`config.mk`:
```
export PLATFORM = sky130hd
export DESIGN_NAME = m_store_aligner
export DESIGN_NICKNAME = d
export VERILOG_FILES = /design/src/rtl/m_store_aligner_pkg.sv /design/src/rtl/store_lane_align.sv /design/src/rtl/m_store_aligner.sv
export SDC_FILE = /design/constraint.sdc
export NUM_CORES = 1
export LEC_CHECK = 0
export ABC_AREA = 1
export CAP_MARGIN = 20
export CORE_UTILIZATION = 55
export CTS_BUF_LIST = sky130_fd_sc_hd__clkbuf_8
export DETAILED_ROUTE_END_ITERATION = 10
export PLACE_DENSITY = 0.81
export SYNTH_ARGS = -nofsm -noshare
export SYNTH_HDL_FRONTEND = slang
export SYNTH_SLANG_ARGS = --single-unit
```
`constraint.sdc`:
```
create_clock -name clk -period 8.35 [get_ports clk]
set_input_delay 2.0875 -clock clk [delete_from_list [all_inputs] [get_ports clk]]
set_output_delay 2.0875 -clock clk [all_outputs]
set_load 0.02 [all_outputs]
```
`src/rtl/m_store_aligner_pkg.sv`:
```
// Shared size encodings, widths and log2 helper for the store aligner slice.
package m_store_aligner_pkg;

  localparam int unsigned ADDR_W = 32;

  // Store access size as presented on st_size.
  typedef enum logic [1:0] {
    SZ_WORD  = 2'b00,
    SZ_BYTE  = 2'b01,
    SZ_HALF  = 2'b10,
    SZ_DWORD = 2'b11
  } st_size_e;

  // Ceiling log2 for elaboration-time sizing of pointers and lane offsets.
  function automatic int unsigned clog2_f(input int unsigned value);
    int unsigned r;
    r = 0;
    for (int unsigned i = 0; i < 32; i++) begin
      if ((64'd1 << i) < 64'(value)) r = i + 1;
    end
    return r;
  endfunction

endpackage

```
`src/rtl/store_lane_align.sv`:
```
// Combinational lane placement and misalignment detection for one store.
module store_lane_align
  import m_store_aligner_pkg::*;
#(
  parameter int unsigned DW = 32
) (
  input  logic [ADDR_W-1:0] addr,
  input  logic [DW-1:0]     data,
  input  logic [1:0]        size,
  output logic [ADDR_W-1:0] line_addr_c,
  output logic [DW-1:0]     lane_data_c,
  output logic [DW/8-1:0]   lane_be_c,
  output logic              misaligned_c
);

  localparam int unsigned NB   = DW / 8;
  localparam int unsigned OFFW = clog2_f(NB);

  logic [OFFW-1:0] off;
  logic [DW-1:0]   data_mask;
  logic [NB-1:0]   be_mask;

  assign off = addr[OFFW-1:0];

  // Right-justified size masks and the natural-alignment rule per size.
  always_comb begin
    data_mask    = '0;
    be_mask      = '0;
    misaligned_c = 1'b0;
    case (size)
      SZ_BYTE: begin
        data_mask = DW'(64'h0000_0000_0000_00FF);
        be_mask   = NB'(8'h01);
      end
      SZ_HALF: begin
        data_mask    = DW'(64'h0000_0000_0000_FFFF);
        be_mask      = NB'(8'h03);
        misaligned_c = addr[0];
      end
      SZ_WORD: begin
        data_mask    = DW'(64'h0000_0000_FFFF_FFFF);
        be_mask      = NB'(8'h0F);
        misaligned_c = |addr[1:0];
      end
      SZ_DWORD: begin
        if (DW == 64) begin
          data_mask    = DW'(64'hFFFF_FFFF_FFFF_FFFF);
          be_mask      = NB'(8'hFF);
          misaligned_c = |addr[2:0];
        end else begin
          misaligned_c = 1'b1;
        end
      end
      default: ;
    endcase
  end

  // Masking before the shift keeps every non-enabled lane at zero.
  assign lane_data_c = (data & data_mask) << {off, 3'b000};
  assign lane_be_c   = be_mask << off;
  assign line_addr_c = {addr[ADDR_W-1:OFFW], OFFW'(0)};

endmodule

```
`src/rtl/m_store_aligner.sv`:
```
// Store buffer: aligns stores to memory lanes, merges into the tail, drains FIFO.
module m_store_aligner
  import m_store_aligner_pkg::*;
#(
  parameter int unsigned DW    = 32,
  parameter int unsigned DEPTH = 4
) (
  input  logic              clk,
  input  logic              reset,
  input  logic              st_valid,
  output logic              st_ready,
  input  logic [ADDR_W-1:0] st_addr,
  input  logic [DW-1:0]     st_data,
  input  logic [1:0]        st_size,
  output logic              st_err,
  output logic              mem_valid,
  input  logic              mem_ready,
  output logic [ADDR_W-1:0] mem_addr,
  output logic [DW-1:0]     mem_wdata,
  output logic [DW/8-1:0]   mem_be,
  output logic              sb_empty
);

  localparam int unsigned NB = DW / 8;
  localparam int unsigned PW = clog2_f(DEPTH);
  localparam int unsigned CW = PW + 1;

  logic [ADDR_W-1:0] line_addr_c;
  logic [DW-1:0]     lane_data_c;
  logic [NB-1:0]     lane_be_c;
  logic              misaligned_c;

  logic [CW-1:0] count_q, count_d;
  logic [PW-1:0] head_q, head_d;
  logic [PW-1:0] tail_q, tail_d;
  logic [PW-1:0] tail_last_c;

  logic [ADDR_W-1:0] addr_q [DEPTH];
  logic [ADDR_W-1:0] addr_d [DEPTH];
  logic [DW-1:0]     data_q [DEPTH];
  logic [DW-1:0]     data_d [DEPTH];
  logic [NB-1:0]     be_q   [DEPTH];
  logic [NB-1:0]     be_d   [DEPTH];

  logic          full_c;
  logic          push_acc_c;
  logic          merge_c;
  logic          enq_c;
  logic          pop_c;
  logic [DW-1:0] be_bits_c;

  store_lane_align #(.DW(DW)) u_align (
    .addr         (st_addr),
    .data         (st_data),
    .size         (st_size),
    .line_addr_c  (line_addr_c),
    .lane_data_c  (lane_data_c),
    .lane_be_c    (lane_be_c),
    .misaligned_c (misaligned_c)
  );

  // Misaligned stores are always swallowed; aligned ones wait for space.
  assign full_c      = (count_q == CW'(DEPTH));
  assign st_ready    = misaligned_c | ~full_c;
  assign tail_last_c = tail_q - PW'(1);
  assign push_acc_c  = st_valid & ~misaligned_c & ~full_c;
  // With two or more entries the tail is never the head, so merging is safe.
  assign merge_c     = push_acc_c & (count_q >= CW'(2)) &
                       (addr_q[tail_last_c] == line_addr_c);
  assign enq_c       = push_acc_c & ~merge_c;
  assign pop_c       = mem_valid & mem_ready;

  // Expand byte enables to a per-bit mask for merging.
  always_comb begin
    be_bits_c = '0;
    for (int i = 0; i < int'(NB); i++) begin
      be_bits_c[i*8 +: 8] = {8{lane_be_c[i]}};
    end
  end

  // Next-state of pointers, occupancy and entry storage.
  always_comb begin
    count_d = count_q;
    head_d  = head_q;
    tail_d  = tail_q;
    addr_d  = addr_q;
    data_d  = data_q;
    be_d    = be_q;
    if (merge_c) begin
      data_d[tail_last_c] = (data_q[tail_last_c] & ~be_bits_c) | lane_data_c;
      be_d[tail_last_c]   = be_q[tail_last_c] | lane_be_c;
    end
    if (enq_c) begin
      addr_d[tail_q] = line_addr_c;
      data_d[tail_q] = lane_data_c;
      be_d[tail_q]   = lane_be_c;
      tail_d         = tail_q + PW'(1);
    end
    if (pop_c) begin
      head_d = head_q + PW'(1);
    end
    count_d = count_q + CW'(enq_c) - CW'(pop_c);
  end

  // Entry storage; contents are don't-care while not counted.
  always_ff @(posedge clk) begin
    for (int i = 0; i < int'(DEPTH); i++) begin
      addr_q[i] <= addr_d[i];
      data_q[i] <= data_d[i];
      be_q[i]   <= be_d[i];
    end
  end

  // Control state and registered memory-side view of the next head entry.
  always_ff @(posedge clk or posedge reset) begin
    if (reset) begin
      count_q   <= '0;
      head_q    <= '0;
      tail_q    <= '0;
      mem_valid <= 1'b0;
      mem_addr  <= '0;
      mem_wdata <= '0;
      mem_be    <= '0;
      st_err    <= 1'b0;
      sb_empty  <= 1'b1;
    end else begin
      count_q   <= count_d;
      head_q    <= head_d;
      tail_q    <= tail_d;
      mem_valid <= (count_d != '0);
      sb_empty  <= (count_d == '0);
      st_err    <= st_valid & misaligned_c;
      if (count_d != '0) begin
        mem_addr  <= addr_d[head_d];
        mem_wdata <= data_d[head_d];
        mem_be    <= be_d[head_d];
      end else begin
        mem_addr  <= '0;
        mem_wdata <= '0;
        mem_be    <= '0;
      end
    end
  end

endmodule

```
==> results.md, run 1 <==
* Wire length of the first global-routing pass at approximately 120 mm
* Minimum setup slack after placement at 1215 ps
* Final setup slack of the worst path at 1788 ps
* Routed length on met2 at roughly 33 mm
* Number of buffers on the longest clock path at 3
* Register bit total from synthesis at 350
* Full die area at 0.04174 mm^2
* Number of gates given a new drive strength after cts at 0
* CTS root buf: sky130_fd_sc_hd__clkbuf_8
* Number of standard-cell rows in the floorplan at 73
* Count of buffers from port buffering at between 100 and 150
* TritonRoute pass-1 iters at 6
* Slew HR at 21.46%
* Share of final-layout standard cells stronger than drive strength 1 at 4.200%
* Wire length on met1 at between 20 and 30 mm
* Top-level I/O count at roughly 140
* Reported leakage power at 0.01424 uW
* CTS clock-pin slew for the worst setup and hold paths at 60 ps
* Crit path DAT at 7200 ps
* Highest net fanout along the worst path at 46
* Overall die width at just over 200 um
* Setup repair after global routing missed its margin: no
* CTS Buf Count at 60
* Area of the placeable core at 0.04001 mm^2
* Async S/R FF share, synth at 22.29%
* Routed met3 length at 9.572 mm
* Setup bufs post-CTS at 0
* Initial Utilization at 56.27%
* Register area share after synthesis at around a third
* Estimated wirelength of the detail-placed design at 43.41 mm
* Post-synth design cell area at 0.02251 mm^2
* Element type at the critical path start: input pin
* Hold violation count in the final report at 0
* Worst-Margin Slew at 1175 ps
* Yosys warnings at 0
* Worst VDD drop at 0.6703 mV
* Commonest non-fill, non-tap cells in the layout: sky130_fd_sc_hd__nand2_1, sky130_fd_sc_hd__nand3_1, sky130_fd_sc_hd__inv_1
* Power density of the placed cells at 465.6 mW/mm^2
* Number of nets with antenna violations after detailed routing at 0
* Number of flops mapped to enable cells by yosys at 0
* Clk Latency, worst-skew pair at roughly 710 ps
* Worst min-delay path category: reg2reg
* GPL Wtd Cong at 0.9773
* Die Y at 204.3 um
* Largest net degree at the start of global routing at 85
* Number of sinks on the clock net at 350
* Initial antenna violation count at 2
* Worst setup skew after layout at 34.08 ps
* Dominant synthesized flop cell: sky130_fd_sc_hd__dfxtp_1
* Crit share post-route at between 70% and 80%
* Power consumption at 11,680 uW
* Unique masters post-synth at 36
* Number of filler cells placed in the layout at 3,850
* Gate Count Post-Synth at 3,864
* Required time of the critical path at 8990 ps
* Most common cell after layout, fill and taps aside: sky130_fd_sc_hd__nand2_1
* NumNets Final at 3,964
* Uppermost layer routed: met5
* Post-synth net total at 3,946
* Post-detailed-route wirelength per cell at roughly 17 um
* Critical path endpoint category: register
* Number of global-route vias before repair at 22,650
* Total routing resource utilization after global routing at approximately 36%
* Routed WL at 75.46 mm
* Setup CP Type: in2reg
* Hold_buf cts at 0
* Number of max-cap violations at 0
* CTS tree: yes
* Layout overhead on the synthesized area at 11.44%
* Residual DRC count at 0
* Post-synthesis area per instance at between 5 and 6 um^2
* Peak clock frequency supported by timing at roughly 0.15 GHz
* Count of routing violations after the opening detailed-route iteration at 2,587
* Count of vias placed by the detailed router at around 24,000
* Detail-routed via count per cell at 5.493
* Outcome: complete, no violations
* Number of H-tree levels at 2
* Setup Viol. Count Final at 0
* Total inserted antenna cells at 0
* Time the final worst path needs with I/O delays and setup at 6562 ps
* Global route total overflow at 0
* Setup Total Neg Slack at 0 ps
* Final count of pins violating max slew at 0
-- worst paths after layout --
| check | startpoint | endpoint | slack (ps) | cells after the start |
|---|---|---|---|---|
| setup / recovery | st_addr[0] | mem_addr[0]$_DFF_PP0_ | 1790 | 24 |
| setup reg to reg | tail_q[0]$_DFFE_PP0P_ | mem_addr[0]$_DFF_PP0_ | 2000 | 25 |
| hold reg to reg | addr_q[96]$_DFF_P_ | addr_q[96]$_DFF_P_ | 450 | 2 |
| min in group asynchronous | reset | mem_addr[28]$_DFF_PP0_ | 1780 | 2 |
| max in group asynchronous | reset | tail_q[0]$_DFFE_PP0P_ | 5210 | 3 |
| hold / removal | addr_q[96]$_DFF_P_ | addr_q[96]$_DFF_P_ | 450 | 2 |
-- power by group --
part | total, uW | switching, uW | internal (uW) | leakage (uW)
Clock | 1580 | 762 | 813 | 0.000717
Sequential | 3000 | 440 | 2560 | 0.00319
Combinational | 7100 | 4770 | 2340 | 0.0103
Total | 11700 | 5970 | 5710 | 0.0142
-- critical path: stages --
cell and delay, ps:
sky130_fd_sc_hd__clkdlybuf4s50_1 400, sky130_fd_sc_hd__buf_4 220, sky130_fd_sc_hd__inv_2 320, sky130_fd_sc_hd__nand3_2 110, sky130_fd_sc_hd__buf_4 250, sky130_fd_sc_hd__nand2_1 140, sky130_fd_sc_hd__nand2_1 110, sky130_fd_sc_hd__nor2_1 120
sky130_fd_sc_hd__nand2_1 60, sky130_fd_sc_hd__nor2_1 100, sky130_fd_sc_hd__nand2_1 70, sky130_fd_sc_hd__nor2_2 180, sky130_fd_sc_hd__nand2_2 130, sky130_fd_sc_hd__nand2_8 260, sky130_fd_sc_hd__ha_1 190, sky130_fd_sc_hd__inv_1 40
sky130_fd_sc_hd__ha_1 180, sky130_fd_sc_hd__fa_1 400, sky130_fd_sc_hd__xnor2_1 210, sky130_fd_sc_hd__nor3_1 100, sky130_fd_sc_hd__inv_2 430, sky130_fd_sc_hd__buf_4 750, sky130_fd_sc_hd__o21ai_0 190, sky130_fd_sc_hd__nor2_1 120
-- kinds of logic (layout without fill, tap and decap cells) --
kind of cell	count (synthesis)	after routing	share of synthesized area, %
AND/OR/NAND/NOR	2366	2366	43.95
XOR/XNOR	3	3	0.1167
adder cells (fa/ha/maj)	12	12	0.7003
flip-flops	350	350	32.86
buffers and inverters	766	831	13.90
AO/OA/AOI/OAI	367	367	8.470
-- synth_stat cells (2+ instances only) --
library cell / n / share of area, %
sky130_fd_sc_hd__nand2_1: 1469 / 24
sky130_fd_sc_hd__nand3_1: 557 / 12
sky130_fd_sc_hd__inv_1: 529 / 8.8
sky130_fd_sc_hd__dfxtp_1: 272 / 24
sky130_fd_sc_hd__o21ai_0: 245 / 5.4
sky130_fd_sc_hd__nor2_1: 235 / 3.9
sky130_fd_sc_hd__clkbuf_1: 107 / 1.8
sky130_fd_sc_hd__a21oi_1: 90 / 2.0
sky130_fd_sc_hd__dfrtp_1: 77 / 8.6
sky130_fd_sc_hd__and2_1: 72 / 2.0
sky130_fd_sc_hd__buf_2: 56 / 1.2
sky130_fd_sc_hd__buf_1: 24 / 0.40
sky130_fd_sc_hd__buf_4: 23 / 0.77
sky130_fd_sc_hd__buf_6: 13 / 0.65
sky130_fd_sc_hd__inv_2: 12 / 0.20
sky130_fd_sc_hd__ha_1: 11 / 0.61
sky130_fd_sc_hd__o211ai_1: 11 / 0.37
sky130_fd_sc_hd__a22oi_1: 9 / 0.30
sky130_fd_sc_hd__nand3b_1: 8 / 0.27
sky130_fd_sc_hd__or2_2: 8 / 0.22
sky130_fd_sc_hd__a21boi_0: 6 / 0.20
sky130_fd_sc_hd__nor2_4: 4 / 0.20
sky130_fd_sc_hd__o21ai_1: 4 / 0.089
sky130_fd_sc_hd__nand2_2: 3 / 0.083
sky130_fd_sc_hd__nand3_2: 3 / 0.13
sky130_fd_sc_hd__nor2_2: 3 / 0.083
sky130_fd_sc_hd__clkinv_1: 2 / 0.033
sky130_fd_sc_hd__nor3_1: 2 / 0.044
sky130_fd_sc_hd__xor2_1: 2 / 0.078
-- area by class of cell --
| type | instances | area, um^2 | area share (%) |
|---|---|---|---|
| clock inverters | 33 | 146.4 | 0.5835 |
| clock buffers | 76 | 1046 | 4.169 |
| repair buffers | 179 | 1749 | 6.972 |
| inverters | 543 | 2044 | 8.149 |
| well taps | 525 | 656.9 | 2.618 |
| flip-flops and latches | 350 | 7402 | 29.50 |
| multi-input cells | 2748 | 12040 | 48.00 |
-- registers in the layout, indices dropped and copies added (netlist names), 3 cells and up --
signal,cells
addr_q,128
be_q,16
count_q,3
data_q,128
mem_addr,32
mem_be,4
mem_wdata,32
-- per-stage QoR --
| stage | cell area, um^2 | utilization [%] | cells | hold slack (ps) |
|---|---|---|---|---|
| 5_1_grt | 25090 | 62.71 | 4454 | 474.8 |
| 3_3_place_gp | 23830 | 59.57 | 4342 | 432.9 |
| 2_1_floorplan | 22510 | - | 3864 | 417.7 |
| 6_report | 25090 | 62.71 | 4454 | 454.1 |
| 4_1_cts | 25040 | 62.59 | 4452 | 456.6 |
| 3_5_place_dp | 23850 | 59.61 | 4343 | 442.7 |
-- layer usage --
layer	vias to the layer above	global-route usage, %
met4	4	20.42
met3	316	7.573
met5	-	0
li1	11950	-
met2	1515	57.29
met1	10690	46.00
(Power assumes the default switching activity.)
==> inputs of run 2 (changes only) <==
Clock period 8.35 ns to 6.27 ns, I/O delays scaled along.
==> run 2 against run 1 <==
Net effect:
- non-clock buffer count is 11 higher
- first-iteration DRC count is 3.2% lower
- cell count is 0.31% higher
- largest power group unchanged
==> results.md, run 2 (synthesis results as in run 1) <==
* Layout overhead on the synthesized area at 12.09% (was 11.44%)
* Number of gates given a new drive strength after cts at 0 (unchanged)
* Post-detailed-route wirelength per cell at 16.56 um (was 16.94 um)
* Initial antenna violation count at 1 (was 2)
* CP top delay family: buffers and inverters (unchanged)
* CTS Buf Count at 60 (unchanged)
* Setup Total Neg Slack at 0 ps (unchanged)
* Crit path max-delay cell type: sky130_fd_sc_hd__clkdlybuf4s50_1 (was sky130_fd_sc_hd__buf_4)
* Overall die width at 204.3 um (unchanged)
* Largest net degree at the start of global routing at 82 (was 85)
* Non-filler instance count after layout at 4,468 (was 4,454)
* Worst hold slack across all endpoints at 455.1 ps (was 454.1 ps)
* Wire length on met1 at 29.13 mm (was 29.06 mm)
* Crit share post-route at a little under nine tenths
* Slew HR at 25.50% (was 21.46%)
* Final count of pins violating max slew at 0 (unchanged)
* Worst setup skew after layout at 19.91 ps (was 34.08 ps)
* Clk Latency, worst-skew pair at 680 ps (was 710 ps)
* Hold_buf cts at 0 (unchanged)
* Full die area at 0.04174 mm^2 (unchanged)
* Wire length of the first global-routing pass at 117.3 mm (was 119.3 mm)
* Routed length on met2 at 32.73 mm (was 32.91 mm)
* Count of buffers from port buffering at 141 (unchanged)
* Global route total overflow at 0 (unchanged)
* Number of filler cells placed in the layout at 3,895 (was 3,850)
* TritonRoute pass-1 iters at 6 (unchanged)
* Critical path endpoint category: output port (was register)
* Number of nets with antenna violations after detailed routing at 0 (unchanged)
* Routed WL at 73.98 mm (was 75.46 mm)
* Residual DRC count at 0 (unchanged)
* Largest registers: addr_q x128, data_q x128 (unchanged)
* Cell-by-cell listing of the critical path: clkdlybuf4s50_1 -> inv_2 -> buf_4 -> nand2_1 -> nand2_1 -> nand3_1 -> or2_2 -> clkdlybuf4s50_1 (was clkdlybuf4s50_1 -> buf_4 -> inv_2 -> nand3_2 -> buf_4 -> nand2_1 -> nand2_1 -> nor2_1 -> nand2_1 -> nor2_1 -> nand2_1 -> nor2_2 -> nand2_2 -> nand2_8 -> ha_1 -> inv_1 -> ha_1 -> fa_1 -> xnor2_1 -> nor3_1 -> inv_2 -> buf_4 -> o21ai_0 -> nor2_1)
* Worst-Margin Slew at 1115 ps (was 1175 ps)
* Initial Utilization at 56.27% (unchanged)
* Buffering stage count on the worst path with inverters included at 4 (was 7)
* Total inserted antenna cells at 0 (unchanged)
* Total routing resource utilization after global routing at 35.62% (was 36.29%)
* Element type at the critical path start: input pin (unchanged)
* Area taken by multi-input logic gates at 0.01204 mm^2 (about the same)
* Number of sinks on the clock net at 350 (unchanged)
* Worst VDD drop at 0.5409 mV (was 0.6703 mV)
* Area taken by flip-flops and latches at 0.007402 mm^2 (unchanged)
* Count of vias placed by the detailed router at 24,310 (was 24,470)
* Routed met3 length at 8.387 mm (was 9.572 mm)
* Hold violation count in the final report at 0 (unchanged)
* Area of the placeable core at 0.04001 mm^2 (unchanged)
* Time the final worst path needs with I/O delays and setup at 5352 ps
* Count of routing violations after the opening detailed-route iteration at 2,504 (was 2,587)
* Detail-routed via count per cell at 5.440 (was 5.493)
* GPL Wtd Cong at 0.9471 (was 0.9773)
* CTS tree: yes (unchanged)
* Commonest non-fill, non-tap cells in the layout: sky130_fd_sc_hd__nand2_1, sky130_fd_sc_hd__nand3_1, sky130_fd_sc_hd__inv_1 (unchanged)
* NumNets Final at 3,975 (was 3,964)
* Worst min-delay path category: reg2reg (unchanged)
* Power density of the placed cells at 617.4 mW/mm^2 (was 465.6 mW/mm^2)
* Peak clock frequency supported by timing at 0.1868 GHz
* Most common cell after layout, fill and taps aside: sky130_fd_sc_hd__nand2_1 (unchanged)
* Reported leakage power at 0.01431 uW (was 0.01424 uW)
* Number of buffers on the longest clock path at 3 (unchanged)
* Number of standard-cell rows in the floorplan at 73 (unchanged)
* Setup repair after global routing missed its margin: no (unchanged)
* Number of global-route vias before repair at 22,480 (was 22,650)
* Die Y at 204.3 um (unchanged)
* Top-level I/O count at 142 (unchanged)
* Number of max-cap violations at 0 (unchanged)
* Required time of the critical path at 4700 ps (was 8990 ps)
* Setup CP Type: in2out (was in2reg)
* Crit path DAT at 3780 ps (was 7200 ps)
* Share of final-layout standard cells stronger than drive strength 1 at 4.565% (was 4.200%)
* CTS clock-pin slew for the worst setup and hold paths at 60 ps (about the same)
* Outcome: complete, no violations (unchanged)
* Setup Viol. Count Final at 0 (unchanged)
* Uppermost layer routed: met5 (unchanged)
* CTS root buf: sky130_fd_sc_hd__clkbuf_8 (unchanged)
* Estimated wirelength of the detail-placed design at 43.85 mm (was 43.41 mm)
* Setup bufs post-CTS at 0 (unchanged)
* Number of H-tree levels at 2 (unchanged)
* Highest net fanout along the worst path at 26 (was 46)
* Biggest cell delay along the critical path at 550 ps (was 750 ps)
* DP Cell Count at 4,356 (was 4,343)
run 2: cell count changes in the layout (fill, tap and decap cells not counted):
cell	delta
sky130_fd_sc_hd__bufinv_16	+2
sky130_fd_sc_hd__clkinvlp_4	+2
sky130_fd_sc_hd__inv_1	-2
sky130_fd_sc_hd__buf_4	+10
sky130_fd_sc_hd__buf_12	+3
sky130_fd_sc_hd__nand3_1	+1
sky130_fd_sc_hd__clkinv_2	+3
sky130_fd_sc_hd__buf_8	-1
sky130_fd_sc_hd__buf_16	-1
sky130_fd_sc_hd__inv_6	-1
sky130_fd_sc_hd__nand3_2	-1
sky130_fd_sc_hd__clkinv_8	-1
run 2: path summary, 6_finish.rpt:
| kind | startpoint | endpoint | slack, ps | cells after the start |
|---|---|---|---|---|
| worst max-delay path | st_addr[0] | st_ready | 920 | 8 |
| worst min-delay path | addr_q[96]$_DFF_P_ | addr_q[96]$_DFF_P_ | 460 | 2 |
| worst max register to register | tail_q[0]$_DFFE_PP0P_ | mem_wdata[21]$_DFF_PP0_ | 1090 | 20 |
| worst min register to register | addr_q[96]$_DFF_P_ | addr_q[96]$_DFF_P_ | 460 | 2 |
| max in group asynchronous | reset | sb_empty$_DFF_PP1_ | 3840 | 3 |
| min in group asynchronous | reset | mem_addr[24]$_DFF_PP0_ | 1420 | 2 |
run 2: metal layers:
layer	vias to the layer above	global-route usage [%]
met3	274	6.298
li1	11990	-
met4	2	18.58
met1	10700	45.33
met5	-	0
met2	1342	57.52
run 2: worst register-to-register path: stages (launching register included):
cell and delay [ps]:
sky130_fd_sc_hd__dfrtp_4 750, sky130_fd_sc_hd__clkinv_2 130, sky130_fd_sc_hd__ha_2 310, sky130_fd_sc_hd__inv_2 560, sky130_fd_sc_hd__nand3_1 280, sky130_fd_sc_hd__nand3_1 190, sky130_fd_sc_hd__nand2_1 60, sky130_fd_sc_hd__nor2_1 180
sky130_fd_sc_hd__nand2_1 90, sky130_fd_sc_hd__inv_1 60, sky130_fd_sc_hd__nand2_1 60, sky130_fd_sc_hd__nor2_2 210, sky130_fd_sc_hd__nand2_2 150, sky130_fd_sc_hd__buf_4 380, sky130_fd_sc_hd__nand3_2 170, sky130_fd_sc_hd__buf_4 820
sky130_fd_sc_hd__nand3_1 240, sky130_fd_sc_hd__nand3_1 140, sky130_fd_sc_hd__nand2_1 70, sky130_fd_sc_hd__nor2_1 150, sky130_fd_sc_hd__nor2_1 60
run 2: layout make-up:
class                      instances  share of cell area, %
sequential                       350                  29.33
multi-input combinational       2748                  47.71
tap                              525                  2.603
inverter                         543                  8.102
timing repair buffer             190                  7.299
clock inverter                    36                 0.8083
clock buffer                      76                  4.145
run 2: through the flow:
stage	cell area, um^2	util, %	total power (uW)	setup slack [ps]
after floorplan	22510	-	10650	1257
after global placement	23980	59.95	13050	905.3
after detailed placement	23980	59.95	13220	772.7
after CTS	25230	63.07	15430	965.1
after global routing	25230	63.07	17020	723.0
final	25230	63.07	15580	917.9
run 2: power breakdown:
| group | switching [uW] | internal (uW) | leakage (uW) | total [uW] |
|---|---|---|---|---|
| Combinational | 6270 | 3140 | 0.0104 | 9400 |
| Clock | 1010 | 1170 | 0.000736 | 2180 |
| Sequential | 581 | 3410 | 0.00319 | 3990 |
